==> src/rtl/tdl_pkg.sv <==
// tdl_pkg: shared state encoding and sizing helpers for the TDL hit decoder.
package tdl_pkg;
    typedef enum logic [1:0] {IDLE, ARMED, HOLD, CLEAR} tdl_dec_state_t;
    localparam int TDL_CAPTURE_OFFSET = 2;
    function automatic int fine_w(input int taps);
        return $clog2(taps + 1);
    endfunction
endpackage

==> src/rtl/tdl_popcount.sv <==
// tdl_popcount: combinational ones-count of a thermometer snapshot, bubble tolerant.
module tdl_popcount
    import tdl_pkg::*;
#(
    parameter int TAPS = 4,
    localparam int W = fine_w(TAPS)
) (
    input  logic [TAPS-1:0] taps,
    output logic [W-1:0]    count
);
    always_comb begin
        count = '0;
        for (int i = 0; i < TAPS; i++) count = count + W'(taps[i]);
    end
endmodule

==> src/rtl/tdl_hit_decoder.sv <==
// tdl_hit_decoder: gates the delay line, detects the first hit and delivers a coarse/fine timestamp.
module tdl_hit_decoder
    import tdl_pkg::*;
#(
    parameter int TAPS = 4,
    parameter int COARSE_W = 16,
    parameter int CLEAR_CYCLES = 4,
    localparam int FINE_W = fine_w(TAPS)
) (
    input  logic                clk,
    input  logic                rst,
    input  logic                arm,
    input  logic [TAPS-1:0]     tap_value,
    output logic                tdl_en,
    output logic                ts_valid,
    input  logic                ts_ready,
    output logic [COARSE_W-1:0] ts_coarse,
    output logic [FINE_W-1:0]   ts_fine,
    output logic                ts_sat,
    output logic                busy
);
    localparam int CLR_W = $clog2(CLEAR_CYCLES);
    tdl_dec_state_t      state;
    logic [TAPS-1:0]     tap_q;
    logic [COARSE_W-1:0] coarse;
    logic [CLR_W-1:0]    clr;
    logic [FINE_W-1:0]   ones;
    logic                hit;
    tdl_popcount #(.TAPS(TAPS)) u_pop (.taps(tap_q), .count(ones));
    assign hit = state == ARMED && tap_q != '0;
    always_ff @(posedge clk) begin
        if (rst) begin
            state     <= IDLE;
            tap_q     <= '0;
            coarse    <= '0;
            clr       <= '0;
            tdl_en    <= 1'b0;
            ts_valid  <= 1'b0;
            ts_coarse <= '0;
            ts_fine   <= '0;
            ts_sat    <= 1'b0;
            busy      <= 1'b0;
        end else begin
            tap_q  <= tap_value;
            coarse <= coarse + COARSE_W'(1);
            case (state)
                IDLE: if (arm) begin
                    state  <= ARMED;
                    tdl_en <= 1'b1;
                    busy   <= 1'b1;
                end
                // a hit takes priority over arm being dropped in the same cycle
                ARMED: if (hit) begin
                    state     <= HOLD;
                    tdl_en    <= 1'b0;
                    ts_valid  <= 1'b1;
                    ts_coarse <= coarse;
                    ts_fine   <= ones;
                    ts_sat    <= ones == FINE_W'(TAPS);
                end else if (!arm) begin
                    state  <= IDLE;
                    tdl_en <= 1'b0;
                    busy   <= 1'b0;
                end
                HOLD: if (ts_ready) begin
                    state    <= CLEAR;
                    ts_valid <= 1'b0;
                    clr      <= CLR_W'(CLEAR_CYCLES - 1);
                end
                CLEAR: if (clr != '0) clr <= clr - CLR_W'(1);
                else if (arm) begin
                    state  <= ARMED;
                    tdl_en <= 1'b1;
                end else begin
                    state <= IDLE;
                    busy  <= 1'b0;
                end
                default: state <= IDLE;
            endcase
        end
    end
endmodule

==> config.mk <==
export PLATFORM = sky130hd
export DESIGN_NAME = tdl_hit_decoder
export DESIGN_NICKNAME = d
export VERILOG_FILES = /design/src/rtl/tdl_pkg.sv /design/src/rtl/tdl_popcount.sv /design/src/rtl/tdl_hit_decoder.sv
export SDC_FILE = /design/constraint.sdc
export NUM_CORES = 1
export LEC_CHECK = 0
export ABC_AREA = 1
export CORE_ASPECT_RATIO = 0.6
export CORE_MARGIN = 10
export CORE_UTILIZATION = 30
export CTS_CLUSTER_DIAMETER = 50
export DETAILED_ROUTE_END_ITERATION = 6
export GPL_TIMING_DRIVEN = 0
export HOLD_SLACK_MARGIN = 0.05
export SYNTH_ARGS = -nofsm -noshare
export SYNTH_HDL_FRONTEND = slang
export SYNTH_SLANG_ARGS = --single-unit
==> constraint.sdc <==
create_clock -name clk -period 2 [get_ports clk]
set_clock_uncertainty 0.1 [all_clocks]
set_input_delay 0.2 -clock clk [delete_from_list [all_inputs] [get_ports clk]]
set_output_delay 0.2 -clock clk [all_outputs]
set_load 0.005 [all_outputs]
Word level (Yosys, flattened, before mapping) --
Cells that the tools add are included.
Operators by class: equality and inequality tests 11, reductions and logical operators 13, muxes and demuxes 22, add/subtract/negate cells 5
Operator list (count):
- adder 16 x 1 -> 16 bit, second input constant | 1
- 2-to-1 mux 2 bit | 6
- != test 2 bit, second input constant | 6
- 2-to-1 mux 1 bit | 11
- AND reduction 3 bit | 3
- case mux 2 bit (4 select lines) | 1
- AND reduction 4 bit | 2
- adder 3 x 1 -> 3 bit | 2
- case mux 1 bit (3 select lines) | 2
- nonzero test 2 bit | 3
- == test 2 bit, second input constant | 2
- case mux 2 bit (2 select lines) | 1
- nonzero test 4 bit | 1
- == test 3 bit, second input constant | 1
- != test 3 bit, second input constant | 1
- nonzero test 3 bit | 1
- adder 1 x 1 -> 2 bit | 1
- == test 2 x 1 -> 1 bit, second input constant | 1
- zero test 2 bit | 1
- case mux 1 bit (2 select lines) | 1
- AND reduction 2 bit | 1
- subtractor 2 x 1 -> 2 bit, second input constant | 1
- logical AND 1 bit | 1
Word-level totals: word-level logic and storage cells 61, flip-flop bits (word level) 47, input bits 8, output and inout port bits 23

Depth between registers and ports, before layout --
depth in word-level cells 4, gate-level depth with buffers 8

Modules after synthesis --
Synthesis repeated with hierarchy kept, for this count alone.
Second synthesis, totals: cells, all modules 268, area, all modules 1985.7 sq um
By module, submodules not included:
- tdl_hit_decoder | times used 1, cells each 260, area an instance 1921.8 sq um
- tdl_popcount | times used 1, cells each 8, area an instance 63.8 sq um

Worst setup path after synthesis --
No wires, ideal clock.
path type reg2reg, start reg tap_q[0], end reg ts_sat, stages on the path, launching flop included 8, required time 1834 ps, library setup time 66 ps, slack 189 ps, period minus slack after synthesis 1811 ps, arrival 1645 ps, path through dfxtp_1 inv_1 ha_1 fa_1 ha_1 nor3_1 nand2_2 a21oi_2
Between the ends: longest elaborated chain between the ends 4
RTL lines:
- start, declared | line tdl_hit_decoder.sv:24 | logic [TAPS-1:0] tap_q;
- start signal, assigned | line tdl_hit_decoder.sv:44 | tap_q <= tap_value;
- adder 1 x 1 -> 2 bit | line tdl_popcount.sv:13 | for (int i = 0; i < TAPS; i++) count = count + W'(taps[i]);
- adder 3 x 1 -> 3 bit (2 in series) | line tdl_popcount.sv:13
- via ones[1] | line tdl_hit_decoder.sv:27 | logic [FINE_W-1:0] ones;
- == test 3 bit | line tdl_hit_decoder.sv:59 | ts_sat <= ones == FINE_W'(TAPS);
- end signal, assigned | line tdl_hit_decoder.sv:59
- end, declared | line tdl_hit_decoder.sv:19 | output logic ts_sat,
The timed path passes the listed nets, and every way through them passes these cells. A chain may end at the register's enable or synchronous reset.

Worst setup path after layout --
Same ends and word-level chain as after synthesis.

==> flow_summary_export.csv <==
group,metric,value,unit
timing,finalCritPeriodShare,0.9459,
clock_tree,cts_buffers,5,
synthesis,synth.mux.area_fraction,0,
floorplan,fp.dieArea,10370,um2
timing,timing.final.crit_period,1.892,ns
drt,ant_nets,0,
synthesis,synth_fa_ha_area_frac,0.04161,
grt,first_global_vias,1655,
synthesis,synthSimpleGateAreaFrac,0.2396,
floorplan,rows,22,
synthesis,synth_area,1984,um2
timing,timing_hold_violations_final,0,
place,gp_congestion,0.8535,
synthesis,number_of_standard_cells_after_synthesis,262,
synthesis,post_synth_num_cell_types,27,
power,internal_power,1.716,mW
clock_tree,h-tree-depth,2,
grt,grt_pass1_wl,8155,um
setup_path,worstSetupEndpointType,"flop",
grt,grt_overflow,0,
grt,grt_max_degree,16,
setup_path,cp_num_buf_inv,1,
floorplan,fp.dieW,125.0,um
finish,area.growth.synth_to_final,27.55,%
floorplan,design.portCount,31,
setup_path,chain_of_cells_forming_the_critical_path,"inv_1 -> ha_1 -> fa_1 -> ha_1 -> nor3_2 -> nand2_2 -> a21oi_2",
drt,drt_iter0_drc,130,
setup_path,critical_path_peak_fanout,2,
hold_path,hp-class,"in2reg",
clock_tree,clk_transition_reported_paths,0.09,ns
drt,num_vias,1704,
finish,filler_cell_count,651,
place,dp_slack,0.1121,ns
setup_path,worst_ep_arrival_time,2.03,ns
setup_path,worst_path_most_repeated_cell,"ha_1",
setup_path,timing.critical_path.depth,7,
clock_tree,cts-resized-gates,0,
drt,post-route-drc-count,0,
drt,drtPass1Iterations,4,
power,sequentialPowerShare,0.466,
grt,initial_antenna_violation_count,0,
synthesis,sequential_share_of_the_synthesized_area,0.4741,
drt,route.detailed.vias_per_inst,4.438,
power,cellLeakagePower,1.004,nW
power,p_sw,0.5668,mW
place,dpl-instance-area,2390,um2
power,cellPowerDensity,902.0,nW/um2
timing,tightestPinTransition,0.5172,ns
clock_tree,tritoncts,"done",
setup_path,crit_required,2.14,ns
synthesis,synth-compound-area-share,0.1375,
synthesis,combinational_family_with_the_most_area_after_synthesis,"simple AND/OR/NAND/NOR gates",
floorplan,floorplan.die.height,83,um
setup_path,crit_family,"adder cells",
timing,fmaxAchievable,0.5286,GHz
timing,relSlewSlack,0.6552,
finish,postLayoutCellArea,2531,um2
outcome,status,"completed",
power,p_sw_frac,0.2482,
setup_path,setup.worst_path.start_class,"flop",
finish,drive_gt1_frac,0.06333,
setup_path,max_stage_delay,0.36,ns
synthesis,synthXorXnorAreaFrac,0.008827,
setup_path,path_class,"reg2reg",
clock_tree,clock_root_buffer,"clkbuf_8",
setup_path,critPathSlowestCell,"fa_1",
drt,route.final.wire_length,4783,um
hold_path,hold_path_depth,3,
run,max_cap_violations,0,
synthesis,syn_nets,276,
clock_tree,ctsLongestPathBuffers,2,
timing,postLayoutSetupSlackWorst,0.1083,ns
setup_path,reg2reg_depth,7,
synthesis,avg_inst_size_synth,7.574,um2
place,total_half_perimeter_wirelength_after_legalization_and_detailed_placement,3538,um
finish,layout.nets,313,
clock_tree,cts_hold_repair.buffers,0,
floorplan,placeableCoreArea,6248,um2
power,p_total,2.283,mW
clock_tree,cts.repair_timing.setup_buffer_count,0,
power,power_frac_clock,0.363,
power,p_comb_frac,0.171,
timing,final_worst_hold_slack,0.3122,ns
clock_tree,clock_sink_count,47,
timing,timing.final.max_slew_violations,0,
timing,setup_violations,0,
synthesis,synth_warnings,0,
floorplan,start_util,0.3176,
power,vdd_ir_drop_max,0.3381,mV
finish,antenna-diode-count,0,
place,port_buffers,30,
synthesis,post_synthesis_sequential_element_count,47,
clock_tree,insertion_delay,0.30,ns
grt,grt_usage,0.09301,
drt,routedWlPerCell,12.46,um
==> through the flow <==
stage          setup TNS (ns)  utilization  cells
3_3_place_gp                0       0.3825    376
4_1_cts                     0       0.4043    384
6_report                    0       0.4051    384
2_1_floorplan               0            -    262
5_1_grt              -0.01963       0.4051    384
3_5_place_dp                0       0.3825    376
==> placed cells by master, fill, tap and decap left out, types with 2 or more instances in the layout <==
cell type        count
bufinv_16            2
ha_1                 5
nand2_1             36
buf_6                2
a21oi_1             23
clkbuf_1             2
clkdlybuf4s50_1     30
o21ai_0             27
nor2_1              50
nand3_1             15
inv_1               33
xnor2_1              2
clkbuf_8             5
dfxtp_1             47
nand4_1              4
==> worst register-to-register path: stages (launching register included) <==
cell and delay, ns:
dfxtp_1 0.35, inv_1 0.05, ha_1 0.29, fa_1 0.36, ha_1 0.32, nor3_2 0.18, nand2_2 0.07, a21oi_2 0.11
==> cells in the mapped netlist (all sizes together) <==
cell type | n | area [um2]
nor2 | 51 | 198.9
dfxtp | 47 | 940.9
nand2 | 38 | 152.6
inv | 35 | 136.4
o21ai | 27 | 135.1
a21oi | 24 | 123.9
nand3 | 15 | 75.07
buf | 5 | 51.29
ha | 5 | 62.56
nand4 | 4 | 25.02
clkbuf | 2 | 7.510
nor3 | 2 | 10.01
xnor2 | 2 | 17.52
a31oi | 1 | 6.260
fa | 1 | 20.02
nand3b | 1 | 7.510
o31ai | 1 | 7.510
or2 | 1 | 6.260
==> cell type report <==
type	instances	area [um2]	area share
tap	84	105.1	0.04152
inverter	35	136.4	0.05388
multi-input combinational	173	853.3	0.3371
clock inverter	3	67.56	0.02669
clock buffer	5	68.82	0.02719
buffer	7	58.81	0.02323
timing repair buffer	30	300.3	0.1186
sequential	47	940.9	0.3717
==> logic make-up (layout without fill, tap and decap cells) <==
kind of cell,after synthesis,count (layout)
simple gates,112,112
xor+xnor,2,2
compound gates,53,53
flops,47,47
buf+inv,42,80
fa+ha+maj,6,6
==> state kept, by name (all words and copies together) (netlist names), named ones only <==
register / count
busy: 1
clr: 2
coarse: 16
state: 1
tap_q: 4
tdl_en: 1
ts_coarse: 16
ts_fine: 3
ts_sat: 1
ts_valid: 1
==> final timing paths <==
path                                     startpoint             endpoint  slack, ns
worst max register to register  tap_q[0]$_SDFF_PP0_  ts_sat$_SDFFE_PP0P_       0.11
worst min register to register  clr[1]$_SDFFE_PP0P_  clr[1]$_SDFFE_PP0P_       0.36
worst min-delay path                   tap_value[2]  tap_q[2]$_SDFF_PP0_       0.31
worst max-delay path            tap_q[0]$_SDFF_PP0_  ts_sat$_SDFFE_PP0P_       0.11
==> power groups by stage <==
stage	clock network, mW	registers [mW]	logic (mW)
after floorplan	0	1.08	0.205
after global placement	0	1.08	0.388
after detailed placement	0	1.09	0.395
after CTS	0.853	1.06	0.397
after global routing	0.894	1.08	0.442
final	0.830	1.06	0.390
==> routing by layer <==
metal,GRT usage,up-vias,wire (um)
li1,-,908,-
met1,0.1294,757,2559
met2,0.1312,35,1850
met3,0.03997,4,346
met4,0.01242,0,25
met5,0,-,0
Power figures use the tool's default switching activity.
